## src/rtl/xlr8_twi_pkg.sv

```systemverilog
// Shared definitions for the TWI (I2C) target: FSM states and the default address.
`timescale 1ns/1ps
package xlr8_twi_pkg;

    localparam logic [6:0]  DEFAULT_DEV_ADDR = 7'h50;
    localparam int unsigned BYTE_W           = 8;
    localparam int unsigned CNT_W            = 4;

    typedef enum logic [3:0] {
        IDLE,
        ADDR,
        ADDR_ACK,
        PTR,
        PTR_ACK,
        WDATA,
        WDATA_ACK,
        RDATA,
        RACK
    } twi_state_e;

endpackage

```

## src/rtl/xlr8_sync2.sv

```systemverilog
// Two-flop synchronizer for an asynchronous pin; resets to the idle-high bus level.
`timescale 1ns/1ps
module xlr8_sync2 (
    input  logic clk,
    input  logic rst_n,
    input  logic d,
    output logic q
);

    logic meta;

    always_ff @(posedge clk or negedge rst_n) begin
        if (!rst_n) begin
            meta <= 1'b1;
            q    <= 1'b1;
        end else begin
            meta <= d;
            q    <= meta;
        end
    end

endmodule

```

## src/rtl/xlr8_twi_target.sv

```systemverilog
// I2C target with a byte-pointer register file: write sets pointer then data,
// read streams bytes from the pointer; pointer auto-increments and wraps.
`timescale 1ns/1ps
module xlr8_twi_target
    import xlr8_twi_pkg::*;
#(
    parameter logic [6:0]     DEV_ADDR  = DEFAULT_DEV_ADDR,
    parameter int unsigned    MEM_DEPTH = 16,
    localparam int unsigned   AW        = $clog2(MEM_DEPTH)
) (
    input  logic              Clock,
    input  logic              RESET_N,
    input  logic              scl_i,
    input  logic              sda_i,
    output logic              sda_oe,
    output logic              busy,
    output logic              wr_stb,
    input  logic [AW-1:0]     rd_addr,
    output logic [BYTE_W-1:0] rd_data
);

    logic scl_s, sda_s, scl_h, sda_h;

    xlr8_sync2 u_sync_scl (.clk(Clock), .rst_n(RESET_N), .d(scl_i), .q(scl_s));
    xlr8_sync2 u_sync_sda (.clk(Clock), .rst_n(RESET_N), .d(sda_i), .q(sda_s));

    always_ff @(posedge Clock or negedge RESET_N) begin
        if (!RESET_N) begin
            scl_h <= 1'b1;
            sda_h <= 1'b1;
        end else begin
            scl_h <= scl_s;
            sda_h <= sda_s;
        end
    end

    logic scl_rise, scl_fall, start_det, stop_det;
    assign scl_rise  =  scl_s & ~scl_h;
    assign scl_fall  = ~scl_s &  scl_h;
    assign start_det =  scl_s &  scl_h &  sda_h & ~sda_s;
    assign stop_det  =  scl_s &  scl_h & ~sda_h &  sda_s;

    twi_state_e        state, state_n;
    logic [CNT_W-1:0]  bit_cnt, cnt_n;
    logic [6:0]        shift, shift_n;
    logic [AW-1:0]     ptr, ptr_n;
    logic              oe_n, busy_n, rw, rw_n, mem_we;
    logic [AW-1:0]     wr_idx;
    logic [BYTE_W-1:0] wr_data;
    logic [BYTE_W-1:0] mem [MEM_DEPTH];
    logic [BYTE_W-1:0] byte_in, rd_byte;

    assign byte_in = {shift, sda_s};
    assign rd_byte = mem[ptr];
    assign rd_data = mem[rd_addr];

    always_ff @(posedge Clock or negedge RESET_N) begin
        if (!RESET_N) begin
            state   <= IDLE;
            bit_cnt <= '0;
            shift   <= '0;
            ptr     <= '0;
            sda_oe  <= 1'b0;
            busy    <= 1'b0;
            rw      <= 1'b0;
            wr_stb  <= 1'b0;
            wr_idx  <= '0;
            wr_data <= '0;
        end else begin
            state   <= state_n;
            bit_cnt <= cnt_n;
            shift   <= shift_n;
            ptr     <= ptr_n;
            sda_oe  <= oe_n;
            busy    <= busy_n;
            rw      <= rw_n;
            wr_stb  <= mem_we;
            if (mem_we) begin
                wr_idx  <= ptr;
                wr_data <= byte_in;
            end
        end
    end

    // Commit lags wr_stb by one cycle so a coinciding local read still sees the old byte.
    always_ff @(posedge Clock or negedge RESET_N) begin
        if (!RESET_N) begin
            for (int i = 0; i < MEM_DEPTH; i++) mem[i] <= '0;
        end else if (wr_stb) begin
            mem[wr_idx] <= wr_data;
        end
    end

    // In ACK states sda_oe doubles as the phase flag: first SCL fall drives, second releases.
    always_comb begin
        state_n = state;
        cnt_n   = bit_cnt;
        shift_n = shift;
        ptr_n   = ptr;
        oe_n    = sda_oe;
        busy_n  = busy;
        rw_n    = rw;
        mem_we  = 1'b0;

        if (stop_det) begin
            state_n = IDLE;
            oe_n    = 1'b0;
            busy_n  = 1'b0;
        end else if (start_det) begin
            state_n = ADDR;
            cnt_n   = '0;
            oe_n    = 1'b0;
        end else begin
            case (state)
                IDLE: ;
                ADDR: if (scl_rise) begin
                    shift_n = byte_in[6:0];
                    cnt_n   = CNT_W'(bit_cnt + 1'b1);
                    if (bit_cnt == CNT_W'(7)) begin
                        cnt_n = '0;
                        rw_n  = sda_s;
                        if (shift == DEV_ADDR) begin
                            state_n = ADDR_ACK;
                            busy_n  = 1'b1;
                        end else begin
                            state_n = IDLE;
                            busy_n  = 1'b0;
                        end
                    end
                end
                ADDR_ACK: if (scl_fall) begin
                    if (!sda_oe) begin
                        oe_n = 1'b1;
                    end else if (rw) begin
                        state_n = RDATA;
                        shift_n = rd_byte[6:0];
                        oe_n    = ~rd_byte[7];
                        cnt_n   = '0;
                    end else begin
                        state_n = PTR;
                        oe_n    = 1'b0;
                        cnt_n   = '0;
                    end
                end
                PTR: if (scl_rise) begin
                    shift_n = byte_in[6:0];
                    cnt_n   = CNT_W'(bit_cnt + 1'b1);
                    if (bit_cnt == CNT_W'(7)) begin
                        ptr_n   = byte_in[AW-1:0];
                        cnt_n   = '0;
                        state_n = PTR_ACK;
                    end
                end
                PTR_ACK, WDATA_ACK: if (scl_fall) begin
                    if (!sda_oe) begin
                        oe_n = 1'b1;
                    end else begin
                        oe_n    = 1'b0;
                        state_n = WDATA;
                        cnt_n   = '0;
                    end
                end
                WDATA: if (scl_rise) begin
                    shift_n = byte_in[6:0];
                    cnt_n   = CNT_W'(bit_cnt + 1'b1);
                    if (bit_cnt == CNT_W'(7)) begin
                        mem_we  = 1'b1;
                        ptr_n   = AW'(ptr + 1'b1);
                        cnt_n   = '0;
                        state_n = WDATA_ACK;
                    end
                end
                RDATA: begin
                    if (scl_rise) begin
                        cnt_n = CNT_W'(bit_cnt + 1'b1);
                    end else if (scl_fall) begin
                        if (bit_cnt == CNT_W'(8)) begin
                            oe_n    = 1'b0;
                            ptr_n   = AW'(ptr + 1'b1);
                            cnt_n   = '0;
                            state_n = RACK;
                        end else begin
                            oe_n    = ~shift[6];
                            shift_n = {shift[5:0], 1'b0};
                        end
                    end
                end
                RACK: begin
                    if (scl_rise) begin
                        if (!sda_s) cnt_n = CNT_W'(1);
                        else        state_n = IDLE;
                    end else if (scl_fall && bit_cnt == CNT_W'(1)) begin
                        state_n = RDATA;
                        shift_n = rd_byte[6:0];
                        oe_n    = ~rd_byte[7];
                        cnt_n   = '0;
                    end
                end
                default: state_n = IDLE;
            endcase
        end
    end

endmodule

```

## config.mk

```make
export PLATFORM = sky130hd
export DESIGN_NAME = xlr8_twi_target
export DESIGN_NICKNAME = d
export VERILOG_FILES = /design/src/rtl/xlr8_twi_pkg.sv /design/src/rtl/xlr8_sync2.sv /design/src/rtl/xlr8_twi_target.sv
export SDC_FILE = /design/constraint.sdc
export NUM_CORES = 1
export LEC_CHECK = 0
export CAP_MARGIN = 20
export CORE_ASPECT_RATIO = 2
export CORE_MARGIN = 4
export CORE_UTILIZATION = 45
export CTS_BUF_LIST = sky130_fd_sc_hd__clkbuf_16
export CTS_CLUSTER_SIZE = 10
export DETAILED_ROUTE_END_ITERATION = 7
export GPL_ROUTABILITY_DRIVEN = 1
export GPL_TIMING_DRIVEN = 0
export PLACE_DENSITY = 0.7
export SYNTH_ARGS = -nofsm -noshare
export SYNTH_HDL_FRONTEND = slang
export SYNTH_SLANG_ARGS = --single-unit
```

## constraint.sdc

```tcl
create_clock -name Clock -period 3.13 [get_ports Clock]
set_input_delay 0.313 -clock Clock [delete_from_list [all_inputs] [get_ports Clock]]
set_output_delay 0.313 -clock Clock [all_outputs]
set_load 0.1 [all_outputs]
```

==> impl_results.md <==
- Placed cells: 978
- Lkg Pwr: 4.61 nW
- Min-delay src: scl_i
- #FFs+latches synth: 169
- Area occupied by multi-input gates: 0.00479 mm^2
- Status: complete, no violations
- Sequential fraction of the synthesis area: 0.453
- Buf/Inv on CP: 3
- Unrepaired setup endpoints after global routing: false
- Fin cells: 1012
- Drt drc: 0
- Worst hold-check path type: in -> reg
- CTS root buf: clkbuf_16
- Max Slew Vio Count: 0
- Die Wd: 110 um
- DR vias: 6559
- Main synth FF type: dfrtp_1
- RR Endpoint: wr_data[4]$_DFFE_PN0P_
- FFs w/ async S/R, synth: 1.00
- Diodes inserted: 0
- Initial Util: 0.458
- Post-DRT Antenna Nets: 0
- Power Density: 505 mW/mm^2
- Critical path's most frequent cell: mux4_2
- Power share of the clock group: 0.409
- P_int: 3.82 mW
- Via density: 6.48
- Post-synth EDFFs: 0
- Hold Crit Depth: 1
- Tmin final: 3.10 ns
- Die H: 212 um
- Max FO, Critical Path: 10
- Net Sw Power: 1.50 mW
- Final Cycle Share: 0.990
- Pwr Total: 5.32 mW
- Clock transition at path regs: 0.06 ns
- Critical Path RT: 2.82 ns
- Die area: 0.0233 mm^2
- CP arrival: 2.78 ns
- # IOs: 19
- Worst Setup Start Kind: input pin
- Synth Instances: 693
- Fraction of power spent switching nets: 0.282
- Setup Fix Bufs, Post-CTS: 0
- Worst-margin pin slew: 1.30 ns
- Router iterations before antenna repair: 5
- Skew final: 0.00809 ns
- Worst path depth: 5
- Combinational Power Share: 0.143
- # port buffers: 15
- CTS Buf Count: 17
- Routed Wire Length: 27000 um
- CTS Buffer Depth: 2
- R2R setup slack: 0.40 ns
- Congestion Overflow GR: 0
- Worst-path cell chain: clkdlybuf4s50_1 > clkbuf_2 > mux4_2 > mux4_2 > clkdlybuf4s15_2
- Core footprint: 0.0205 mm^2
- Worst vdd ir: 0.000366 V
- Initial antenna violation count: 0
- CP max stage delay: 0.62 ns
- Initial DRC Count: 417
- CTS tree: yes
- # rows: 74
- Vias in the first global route: 7036
- F_max: 0.323 GHz
- Mapped Avg Cell Area: 13.5 um^2
- Drt wl/cell: 26.6 um
- Slew margin rel.: 0.128
- GRT Total Usage: 0.244
- # setup viols final: 0
- Post-Syn Area: 0.00936 mm^2
- Ys Warns: 0
- GPL Wtd Cong: 0.933
- Sequential power share: 0.447
- Worst reg2reg startpoint: state[3]$_DFFE_PN0P_
- Largest net degree at the start of global routing: 98
- Crit-path slowest cell: clkdlybuf4s50_1
- Worst Hold End: u_sync_scl.meta$_DFF_PN1_
- CTS H-tree lvls: 4
- Syn nets: 708
- Number of library cell types mapped by synthesis: 66
- Final hold violation count: 0
- Layout cells sized above 1: 0.408
- Number of fill cells: 1741
- Reg2Reg Depth: 6
- First-pass GRT wire length: 41200 um
- FF+latch area: 0.00424 mm^2
- Post-detail-place hpwl: 19600 um
- Top cell family by delay on the critical path: buffers and inverters
- Area delta synth->final: 12.6%
- CTS sink count: 169
- Max Cap Viol: 0
- Skew-Pair Late Insertion Delay: 0.44 ns
- Crit end category: output pin
- WS Path Type: in -> out
- Fin nets: 749
registers in the layout, summed over array words and instances (netlist names), 4 cells and up:
| name | cells |
|---|---|
| mem | 128 |
| ptr | 4 |
| bit_cnt | 4 |
| wr_data | 8 |
| state | 4 |
| wr_idx | 4 |
| shift | 7 |
synthesized netlist by cell type (all sizes together), types with 6 or more instances:
| cell | instances | area (um^2) |
|---|---|---|
| a21oi | 22 | 110 |
| mux2i | 27 | 270 |
| o21ai | 14 | 70.1 |
| mux4 | 62 | 1400 |
| clkbuf | 31 | 136 |
| nor3 | 14 | 70.1 |
| dfstp | 6 | 158 |
| a22oi | 9 | 67.6 |
| a211oi | 7 | 52.6 |
| a31oi | 7 | 43.8 |
| nor2 | 22 | 85.1 |
| inv | 8 | 30.0 |
| mux2 | 151 | 1700 |
| ha | 7 | 87.6 |
| nand2 | 23 | 86.3 |
| nand3 | 7 | 35.0 |
| nor2b | 6 | 37.5 |
| nand2b | 8 | 50.1 |
| nand3b | 7 | 52.6 |
| dfrtp | 163 | 4080 |
| buf | 25 | 171 |
stage by stage:
stage               instance area [um^2]  TNS, ns  utilization  worst slack (ns)  hold slack, ns
finish                             10500        0        0.515            0.0321           0.281
global route                       10500        0        0.515            0.0199           0.281
CTS                                10500        0        0.514            0.0784           0.275
detailed placement                  9900    -5.91        0.484            -0.763           0.321
global placement                    9840  -813.06        0.481             -4.87           0.350
floorplan                           9360        0            -             0.711          0.0174
area by class of cell:
class | instances | share of cell area
buffer | 56 | 0.0296
tap | 266 | 0.0316
multi-input combinational | 460 | 0.454
clock buffer | 17 | 0.0404
sequential | 169 | 0.402
clock inverter | 14 | 0.0164
inverter | 8 | 0.00285
timing repair buffer | 22 | 0.0228
how the worst max path moves through the flow:
stage                     slack (ns)                endpoint               start
after global routing            0.02              rd_data[4]          rd_addr[1]
after CTS                       0.08              rd_data[5]          rd_addr[1]
after detailed placement       -0.76              rd_data[5]          rd_addr[1]
after global placement         -4.87     mem[85]$_DFFE_PN0P_             RESET_N
final                           0.03              rd_data[5]          rd_addr[1]
after floorplan                 0.71  bit_cnt[3]$_DFFE_PN0P_  sda_oe$_DFFE_PN0P_
layout by cell type (no fill, tap or decap), types with 14 or more instances in the layout:
cell	n
a21oi_1	22
clkbuf_1	26
clkbuf_16	17
dfrtp_1	163
mux2_2	150
mux2i_1	27
mux4_2	62
nand2_1	23
nor2_1	21
nor3_1	14
o21ai_0	14
power groups by stage:
stage | Combinational (mW) | Sequential (mW) | Clock, mW
2_1_floorplan | 0.521 | 2.36 | 0
3_3_place_gp | 0.724 | 2.41 | 0
3_5_place_dp | 0.745 | 2.42 | 0
4_1_cts | 0.749 | 2.38 | 2.20
5_1_grt | 0.823 | 2.38 | 2.29
6_report | 0.763 | 2.38 | 2.18
layer usage:
metal | vias to the layer above | track usage | part of all wire
met5 | - | 0 | 0
met4 | 0 | 0.186 | 0.081
met3 | 121 | 0.0413 | 0.040
met2 | 256 | 0.430 | 0.54
met1 | 3430 | 0.249 | 0.34
li1 | 2752 | - | -
logic make-up (layout without fill, tap and decap cells):
kind of cell | Yosys count | count (layout) | share of synthesized area
adders and majority gates | 7 | 7 | 0.00936
and+or+nand+nor | 124 | 124 | 0.0774
muxes | 240 | 240 | 0.360
DFF | 169 | 169 | 0.453
xor gates and xnor gates | 1 | 1 | 0.000936
AOI/OAI and AO/OA | 88 | 88 | 0.0640
buffers and inverters | 64 | 117 | 0.0361
what timing repair did:
action | in CTS | in global routing
resized for setup | 27 | 0
hold buffers | 1 | 0
hold endpoints to repair | 72 | 0
setup endpoints to repair | 8 | 0
Note: power is estimated with default switching activity, not from simulation.
==> patch, RTL diff (same settings) <==
The 9 states of `twi_state_e` get a one-hot encoding in 9 bits.
--- a/src/rtl/xlr8_twi_pkg.sv
+++ b/src/rtl/xlr8_twi_pkg.sv
@@ -6,16 +6,16 @@
     localparam int unsigned BYTE_W           = 8;
     localparam int unsigned CNT_W            = 4;
 
-    typedef enum logic [3:0] {
-        IDLE,
-        ADDR,
-        ADDR_ACK,
-        PTR,
-        PTR_ACK,
-        WDATA,
-        WDATA_ACK,
-        RDATA,
-        RACK
+    typedef enum logic [8:0] {
+        IDLE      = 9'b000000001,
+        ADDR      = 9'b000000010,
+        ADDR_ACK  = 9'b000000100,
+        PTR       = 9'b000001000,
+        PTR_ACK   = 9'b000010000,
+        WDATA     = 9'b000100000,
+        WDATA_ACK = 9'b001000000,
+        RDATA     = 9'b010000000,
+        RACK      = 9'b100000000
     } twi_state_e;
 
 endpackage
Check against the original RTL: no difference found for any inputs over 4 cycles, from zero or initial values and one cycle with RESET_N low; so few cycles prove little.
==> patch against the unedited design <==
Fmax up 2.9%. Wire length fell by 5.4%. Area after synthesis is essentially flat. Final area rose by 0.44%. Worst setup slack improved by 0.087 ns. Utilization grew 0.23 points. Sequential cell count increased by 5.
Power is not compared: it rests on default switching activity, and its combinational part moved more than twofold at a synthesized area within 25%.
==> patch: results (changes against the unedited design) <==
| Metric | Value |
|---|---|
| Syn Area/Cell | 13.9 um2 (+3.2%) |
| Total CTS buffers | 17 (unchanged) |
| Yosys cell types | 54 (-18%) |
| Skew-Pair Late Insertion Delay | 0.45 ns |
| Post-synth ARST share | 100% (unchanged) |
| Synth cell count leaders | dfrtp_1 (167), mux2_2 (151), mux4_2 (80), nor2_1 (34), nand2_1 (29) |
| Syn_nets | 687 (-3.0%) |
| Clk root buf | clkbuf_16 |
| HP Class | in2reg |
| Total GRT Usage | 23.5% (-0.88 points) |
| Dpl cell area | 10000 um2 (+1.0%) |
| Share of layout cells above drive strength 1 | 42.8% (+2.1 points) |
| Final HPWL DP | 18400 um (-6.0%) |
| First-pass DRT Iterations | 5 (unchanged) |
| Largest net degree at the start of global routing | 112 (+14%) |
| First-pass GRT wire length | 39400 um (-4.4%) |
| Fillcell total | 1675 (-3.8%) |
| Top post-synthesis cells by area | dfrtp_1 (45%), mux4_2 (19%), mux2_2 (18%) |
| Clock buffer depth | 2 (unchanged) |
| Max-slew headroom | 33.4% (+21 points) |
| Largest regs | mem x128, state x9, wr_data x8 |
| Post-CTS Setup Bufs | 0 (unchanged) |
| Vias per cell | 6.27 (-3.3%) |
| Final wirelength | 25500 um (-5.4%) |
| Placed insts | 963 (-1.5%) |
| Layout Nets | 733 (-2.1%) |
| Sequential fraction of the synthesis area | 46.6% (+1.3 points) |
| Number of global-route vias before repair | 6759 (-3.9%) |
| Initial DRC count | 448 (+7.4%) |
| Yosys warns | 0 (unchanged) |
| Wirelength per Cell | 25.6 um (-4.0%) |
| Status | completed |
| Placer Congestion | 0.964 (+3.3%) |
| Sw Pwr | 1190 uW |
| Worst clock skew | 0.0128 ns (+0.00467 ns) |
[patch: critical path, stage by stage]
cell             delay (ns)
clkdlybuf4s50_1        0.59
clkbuf_2               0.43
mux4_2                 0.38
mux4_2                 0.48
clkdlybuf4s15_2        0.49
[patch: layout make-up]
cell class,count,area [um2],area share [%]
Clock inverter,15,136,1.29
Sequential cell,174,4360,41.2
Multi-Input combinational cell,442,4770,45.1
Clock buffer,17,425,4.02
Buffer,40,178,1.68
Tap cell,266,333,3.14
Timing Repair Buffer,27,313,2.96
Inverter,16,60.1,0.568
[patch: cells by family (layout without fill, tap and decap cells)]
logic type,after synthesis,after routing,share of synthesized area [%]
AO/OA/AOI/OAI,66,66,4.43
flip-flops,174,174,46.6
multiplexers,239,239,38.2
adder cells (fa/ha/maj),7,7,0.935
AND/OR/NAND/NOR,128,128,7.17
buffers and inverters,56,115,2.46
XOR/XNOR,2,2,0.187
[patch: path summary, 6_finish.rpt]
path                            slack [ns]            start              end
worst max register to register        0.12           ptr[2]         shift[4]
min in group asynchronous             0.36          RESET_N       bit_cnt[2]
worst min register to register        0.36  u_sync_sda.meta     u_sync_sda.q
worst max-delay path                  0.12       rd_addr[1]       rd_data[3]
max in group asynchronous             1.86          RESET_N          mem[77]
worst min-delay path                  0.28            sda_i  u_sync_sda.meta
[patch: power groups by stage]
stage          Clock [uW]  Sequential, uW  Combinational, uW
6_report             2070            2270                327
5_1_grt              2200            2270                356
4_1_cts              2110            2270                325
3_5_place_dp            0            2320                324
3_3_place_gp            0            2320                306
2_1_floorplan           0            2310                202
[patch: stage by stage]
step / TNS (ns) / worst slack, ns / hold WS (ns)
6_report: 0 / 0.119 / 0.284
5_1_grt: 0 / 0.0536 / 0.273
4_1_cts: 0 / 0.0119 / 0.268
3_5_place_dp: -5.98 / -0.769 / 0.269
3_3_place_gp: -876.26 / -5.10 / 0.351
2_1_floorplan: 0 / 0.439 / 0.0174
[patch: what timing repair did]
action	in CTS	in global routing
resized for setup	29	7
cloned	0	0
hold endpoints to repair	56	0
endpoints found under the setup margin	8	5
hold buffers	1	0
[patch: layer usage]
| metal | GRT usage [%] | routed length, um | vias up |
|---|---|---|---|
| met2 | 41.1 | 13900 | 235 |
| met1 | 25.7 | 9000 | 3283 |
| met5 | 0 | 0 | - |
| met4 | 14.7 | 1570 | 0 |
| li1 | - | - | 2658 |
| met3 | 4.28 | 1040 | 74 |
